### src/rtl/m6810_block_mover_pkg.sv
// Shared constants and types for the m6810 scratch-RAM block mover.
package m6810_block_mover_pkg;

    localparam int RAM_ADDR_W = 7;
    localparam int RAM_DATA_W = 8;

    localparam logic MODE_COPY = 1'b0;
    localparam logic MODE_FILL = 1'b1;

    typedef enum logic [1:0] {
        ST_IDLE  = 2'd0,
        ST_READ  = 2'd1,
        ST_WRITE = 2'd2,
        ST_DONE  = 2'd3
    } state_t;

endpackage

### src/rtl/m6810_block_mover.sv
// Block FILL / COPY initiator for the 128x8 m6810 synchronous scratch RAM.
//
// state | meaning
// IDLE  | waiting for a command; cmd_ready high
// READ  | COPY only: read source byte (data returns next clk)
// WRITE | write one destination byte, advance pointers
// DONE  | one-clk completion pulse, bus idle
module m6810_block_mover
    import m6810_block_mover_pkg::*;
#(
    parameter int ADDR_W = RAM_ADDR_W,
    parameter int DATA_W = RAM_DATA_W
) (
    input  logic              clk,
    input  logic              rst,
    input  logic              cmd_valid,
    output logic              cmd_ready,
    input  logic              cmd_mode,
    input  logic [ADDR_W-1:0] cmd_src,
    input  logic [ADDR_W-1:0] cmd_dst,
    input  logic [ADDR_W:0]   cmd_len,
    input  logic [DATA_W-1:0] cmd_fill,
    output logic [ADDR_W-1:0] ram_address,
    output logic              ram_cs,
    output logic              ram_rw,
    output logic [DATA_W-1:0] ram_wdata,
    input  logic [DATA_W-1:0] ram_rdata,
    output logic              busy,
    output logic              done
);

    state_t            state;
    logic [ADDR_W-1:0] src_ptr;
    logic [ADDR_W-1:0] dst_ptr;
    logic [ADDR_W:0]   remaining;
    logic              mode;
    logic [DATA_W-1:0] fill;

    always_ff @(posedge clk) begin
        if (rst) begin
            state     <= ST_IDLE;
            src_ptr   <= '0;
            dst_ptr   <= '0;
            remaining <= '0;
            mode      <= MODE_COPY;
            fill      <= '0;
        end else begin
            case (state)
                ST_IDLE: begin
                    if (cmd_valid) begin
                        src_ptr   <= cmd_src;
                        dst_ptr   <= cmd_dst;
                        remaining <= cmd_len;
                        mode      <= cmd_mode;
                        fill      <= cmd_fill;
                        if (cmd_len == '0)
                            state <= ST_DONE;
                        else if (cmd_mode == MODE_FILL)
                            state <= ST_WRITE;
                        else
                            state <= ST_READ;
                    end
                end
                ST_READ: state <= ST_WRITE;
                ST_WRITE: begin
                    // pointers wrap naturally at ADDR_W bits
                    src_ptr   <= src_ptr + 1'b1;
                    dst_ptr   <= dst_ptr + 1'b1;
                    remaining <= remaining - 1'b1;
                    if (remaining == (ADDR_W+1)'(1))
                        state <= ST_DONE;
                    else if (mode == MODE_FILL)
                        state <= ST_WRITE;
                    else
                        state <= ST_READ;
                end
                ST_DONE: state <= ST_IDLE;
                default: state <= ST_IDLE;
            endcase
        end
    end

    logic in_read;
    logic in_write;

    // rst gates the bus immediately so an aborted write never reaches the RAM
    assign in_read   = !rst && (state == ST_READ);
    assign in_write  = !rst && (state == ST_WRITE);

    assign cmd_ready   = !rst && (state == ST_IDLE);
    assign busy        = in_read || in_write;
    assign done        = !rst && (state == ST_DONE);
    assign ram_cs      = in_read || in_write;
    assign ram_rw      = !in_write;
    assign ram_address = in_write ? dst_ptr : (in_read ? src_ptr : '0);
    assign ram_wdata   = !in_write ? '0 : ((mode == MODE_FILL) ? fill : ram_rdata);

endmodule

### config.mk
export PLATFORM = sky130hd
export DESIGN_NAME = m6810_block_mover
export DESIGN_NICKNAME = d
export VERILOG_FILES = /design/src/rtl/m6810_block_mover_pkg.sv /design/src/rtl/m6810_block_mover.sv
export SDC_FILE = /design/constraint.sdc
export NUM_CORES = 1
export LEC_CHECK = 0
export ABC_CLOCK_PERIOD_IN_PS = 1540
export CAP_MARGIN = 15
export CELL_PAD_IN_SITES_DETAIL_PLACEMENT = 0
export CELL_PAD_IN_SITES_GLOBAL_PLACEMENT = 1
export CORE_MARGIN = 3
export CORE_UTILIZATION = 32
export DETAILED_ROUTE_END_ITERATION = 12
export PLACE_DENSITY_LB_ADDON = 0.25
export SKIP_LAST_GASP = 1
export SLEW_MARGIN = 0
export SYNTH_ARGS = -nofsm -noshare
export SYNTH_HDL_FRONTEND = slang
export SYNTH_SLANG_ARGS = --single-unit
### constraint.sdc
create_clock -name clk -period 1.54 [get_ports clk]
set_input_delay 0.231 -clock clk [delete_from_list [all_inputs] [get_ports clk]]
set_output_delay 0.231 -clock clk [all_outputs]
set_load 0.05 [all_outputs]
## Word level (Yosys, flattened, before mapping)

Cells that the tools add are included.

- Register bits after elaboration: 33
- Input bits: 42
- Output and inout bits: 20

- $add $sub $neg: 3
- Equal/unequal tests: 5
- Muxes and demuxes: 16
- Reduce and logical (&&, ||, !) cells: 12

Operators by type and width:

| cell | number |
|---|---|
| 7-bit two-way mux | 4 |
| 7-bit case mux with 2 select lines | 2 |
| 8-bit two-way mux | 3 |
| 8-bit case mux with 2 select lines | 1 |
| 7-bit by 1-bit adder with 7-bit output (second input constant) | 2 |
| 2-bit two-way mux | 5 |
| 8-bit by 1-bit equality test with 1-bit output (second input constant) | 1 |
| 8-bit zero test | 1 |
| 2-bit case mux with 4 select lines | 1 |
| 8-bit by 1-bit subtractor with 8-bit output (second input constant) | 1 |
| 2-bit equality test (second input constant) | 2 |
| 1-bit logical AND | 4 |
| 2-bit AND reduction | 2 |
| 2-bit by 1-bit equality test with 1-bit output (second input constant) | 1 |
| 1-bit zero test | 2 |
| 2-bit zero test | 1 |
| 2-bit != test (second input constant) | 1 |
| 2-bit nonzero test | 1 |
| 1-bit logical OR | 1 |

## Logic depth before layout (Yosys ltp)

- Word-level depth: 4
- Mapped depth: 7
- Mapped depth without buffers: 5

## Worst setup path before layout

Ideal clock, no wire load.

- Path kind: register -> output
- From: register state[0]
- To: output ram_cs
- Data arrival time: 2.066 ns
- Data required time: 1.309 ns
- Slack: -0.757 ns
- Cell stages (with the launch flop): 7
- Path buffers: 3
- Cells stage by stage: dfxtp_1 > buf_2 > nor2b_1 > clkbuf_1 > inv_1 > a21oi_1 > buf_4

- Cells in the longest elaborated chain, start to end: 3
- Elaborated cells between the ends (all ways): 5
- Those cells by class: 2 x eq/ne; 3 x reduce/logical

Ends and longest elaborated chain:

| item | RTL line | text |
|---|---|---|
| start: declaration | m6810_block_mover.sv:32 | `state_t state;` |
| start signal: assignment | m6810_block_mover.sv:41 | `state <= ST_IDLE;` |
| start signal: assignment | m6810_block_mover.sv:57 | `state <= ST_DONE;` |
| start signal: assignment | m6810_block_mover.sv:59 | `state <= ST_WRITE;` |
| 2-bit by 1-bit equality test with 1-bit output or 2-bit equality test (tied branches) | m6810_block_mover.sv:87, m6810_block_mover.sv:88 |  |
| 1-bit logical AND, on equally long branches | m6810_block_mover.sv:87, m6810_block_mover.sv:88 |  |
| 1-bit logical OR * | -- |  |
| end: declaration | m6810_block_mover.sv:24 | `output logic ram_cs,` |

Mark *: on every way between the ends. The rest lies on a longest branch, timed or not.

## Worst setup path in the final report

- From: register state[0]
- To: output ram_address[3]

- Cells in the longest elaborated chain, start to end: 4
- Elaborated cells between the ends (all ways): 6
- Those cells by class: 2 x eq/ne; 2 x mux; 2 x reduce/logical

Ends and longest elaborated chain:

| item | RTL line | text |
|---|---|---|
| 2-bit by 1-bit equality test with 1-bit output | m6810_block_mover.sv:87 | `assign in_read = !rst && (state == ST_READ);` |
| 1-bit logical AND | m6810_block_mover.sv:87 |  |
| 7-bit two-way mux | m6810_block_mover.sv:95 | `assign ram_address = in_write ? dst_ptr : (in_read ? src_ptr : '0);` |
| 7-bit two-way mux * | m6810_block_mover.sv:95 |  |
| end: declaration | m6810_block_mover.sv:23 | `output logic [ADDR_W-1:0] ram_address,` |

Marked as above.

==> results by group <==
Floorplanning
  – Core region area: 5608 um^2
  – # rows: 27
  – Die footprint: 6824 um^2
  – Die Width: ~83 um
  – Starting Density: 33.49%
  – Die Y: ~83 um
  – # IOs: between 60 and 70

GRT
  – Vias in the first global route: 1998
  – Maximum number of pins on one net before global-route repair: 21
  – First-pass GRT wire length: 9.294 mm
  – Antenna violations before repair: 0
  – Overflow left after global routing: 0
  – Total track usage: 17.73%

Synthesis
  – Yosys top cell area share: 35.18%
  – Yosys top cell by area: dfxtp_1
  – Post-synthesis net count: 290
  – Syn Area/Cell: 7.697 um^2
  – Cell Area, Synth: about 1900 um^2
  – Synth area leaders: dfxtp_1 (35%), nand2_1 (7.2%), nor2_1 (6.6%)
  – Unique masters post-synth: 46
  – Yosys warning count: 0
  – Post-synthesis register bit count: 33
  – Synth Instances: 244
  – Register area share after synthesis: 35.18%

Worst setup path
  – CP required: around 1.3 ns
  – Arrival time at the worst endpoint: between 1 and 1.5 ns
  – Worst r2r path cells: 7
  – WS Path Type: reg2out
  – Reg-to-Reg Start: state[0]
  – CP Launch Type: register
  – Flop-to-flop setup slack: 0.06 ns
  – Max FO, Critical Path: 13
  – Reg2reg end: remaining[4]
  – Crit end category: output port

Routing
  – # DRC: 0
  – Wire per inst: 14.89 um
  – Via Count: around 2100
  – Antenna-violating nets left: 0
  – Post-Route WL: 5.985 mm
  – Vias per inst: 5.221
  – Drt first pass iters: 4
  – Detailed Route Iter0 Violations: 59

Cells and area
  – Post-layout util: approximately three fifths
  – Final nets: 376
  – Register area: 663.1 um^2
  – Final instance area: roughly 3400 um^2
  – Layout Cells excl Fill: around 400
  – P&R area growth vs syn: 78.95%
  – Fraction of layout cells with a size suffix above 1: 33.94%
  – Ant diodes: 0
  – Multi-input gate area: 1339 um^2
  – FILL cells: 501

STA
  – Period utilization: 109.6%
  – Tightest Pin Transition: roughly 0.4 ns
  – Hold Violations, Final: 0
  – Final WS setup: -0.1482 ns
  – Relative slew slack: 73.52%
  – Tmin final: 1.688 ns
  – Endpoints failing setup: 18
  – Clock Skew: approximately 0.007 ns
  – RSZ-0062 raised after global routing: true
  – Max Transition Viols Final: 0
  – F_max: 0.5924 GHz

Hold path
  – HP Start: rst
  – Hold Path Depth: 2
  – WHS Endpoint: fill[6]
  – Hold Crit Class: in2reg

Clocking
  – Root Buffer: clkbuf_8
  – H-Tree Depth: 2
  – Buffer levels on the longest clock path: 2
  – TritonCTS buffer count: 5
  – Clock slew at reported path FFs: roughly 0.070 ns
  – Worst-skew pair later-pin latency: 0.28 ns
  – TritonCTS clock tree: yes
  – Clk sinks: 33

Placed design
  – Dpl ws: -0.1433 ns
  – Final Wtd Congestion: 0.7921
  – Detail Placement HPWL: 4.265 mm
  – IO buf count: 61
  – Area after DPL: 2984 um^2
  – Placed cell count: 382

Pwr
  – Power Density: slightly below 800 nW/um^2
  – Maximum vdd drop: 0.4206 mV
  – Post-layout total power: 2640 uW
  – Leak pwr: 0.001226 uW

Status
  – Failing checks: setup timing
  – Status: finished, violations left

Job
  – Max_cap viols: 0
[cells by family after synthesis]
kind of cell             Yosys count  share of synthesized area, %
AND/OR/NAND/NOR                  103                         26.12
flip-flops                        33                         35.18
multiplexers                       8                         4.264
buffers and inverters             24                         6.595
adder cells (fa/ha/maj)            4                         2.665
AO/OA/AOI/OAI                     72                         25.18
[how the worst max path moves through the flow]
| stage | startpoint | to | slack [ns] | cells past startpoint |
|---|---|---|---|---|
| 3_3_place_gp | cmd_valid | src_ptr[6] | -0.09 | 6 |
| 2_1_floorplan | state[0] | ram_cs | -0.26 | 6 |
| 4_1_cts | state[0] | busy | -0.17 | 6 |
| 6_report | state[0] | ram_address[3] | -0.15 | 5 |
| 5_1_grt | state[0] | ram_address[6] | -0.22 | 5 |
| 3_5_place_dp | cmd_valid | remaining[4] | -0.14 | 5 |
[layout by cell type (no fill, tap or decap), types with 4 or more instances in the layout]
cell type        instances
nor2_4                  14
nor4_1                   6
nor2_1                  18
buf_12                  22
dfxtp_1                 31
buf_6                   11
clkdlybuf4s50_1         40
nand2_1                 33
mux2i_1                  5
ha_1                     4
nand2_2                  4
a211oi_1                 4
clkbuf_8                 6
a21oi_1                 21
buf_4                   24
o21ai_1                  5
a31oi_1                  6
o211ai_1                 5
a22oi_2                  6
[where the power goes]
part / switching, uW / total [uW] / internal, uW
registers: 94.7 / 1030 / 935
clock network: 311 / 666 / 355
logic: 458 / 945 / 487
[metrics by stage]
step | setup TNS [ns] | hold WS, ns
after global routing | -3.550 | 0.3049
after CTS | -1.826 | 0.2996
final | -2.374 | 0.3015
after floorplan | -0.5773 | 0.3670
after global placement | -0.5737 | 0.4424
after detailed placement | -1.475 | 0.4496
[cell usage after synthesis, drive strengths merged]
master,instances
nand2,37
dfxtp,33
nor2,33
a21oi,23
buf,13
a22oi,9
mux2i,8
nor4,8
o21ai,8
clkbuf,7
a31oi,6
o211ai,5
a211oi,4
ha,4
inv,4
nor2b,4
nand2b,3
nand3,3
nor3,3
or3,3
a21boi,2
a222oi,2
a2bb2oi,2
a311oi,2
nand4,2
o22ai,2
a21o,1
a221oi,1
a32oi,1
and2b,1
and3,1
and4,1
nand3b,1
nor3b,1
o21a,1
o21ba,1
o221a,1
o311ai,1
or2,1
or3b,1
[layout make-up]
cell class	instances	area share (%)
multi-input combinational	187	39.84
tap	72	2.681
inverter	4	0.5212
timing repair buffer	99	34.66
sequential	33	19.73
clock buffer	7	2.569
[flip-flops by register name, summed over array words and instances (netlist names)]
| signal | flops |
|---|---|
| fill | 8 |
| remaining | 8 |
| dst_ptr | 7 |
| src_ptr | 7 |
| state | 2 |
| mode | 1 |
[timing repair]
item | in CTS | in global routing
buffers inserted | 5 | 8
resized for setup | 20 | 25
hold buffers | 0 | 0
pin swaps | 10 | 6
setup endpoints to repair | 18 | 33
[worst max-delay path: stages (launching register included)]
cell     delay [ns]
dfxtp_2        0.35
and2b_2        0.25
buf_12         0.16
a22oi_2        0.21
nor2_4         0.06
buf_12         0.14
[layer usage]
| layer | routed length [um] | share of wire (%) | GRT usage, % | vias up |
|---|---|---|---|---|
| met2 | 3010 | 50 | 30.21 | 43 |
| met5 | 0 | 0 | 0 | - |
| met4 | 108 | 1.8 | 6.046 | 0 |
| met1 | 2630 | 44 | 22.46 | 998 |
| met3 | 236 | 3.9 | 3.145 | 7 |
| li1 | - | - | - | 1051 |
Note: power is estimated with default switching activity, not from simulation.
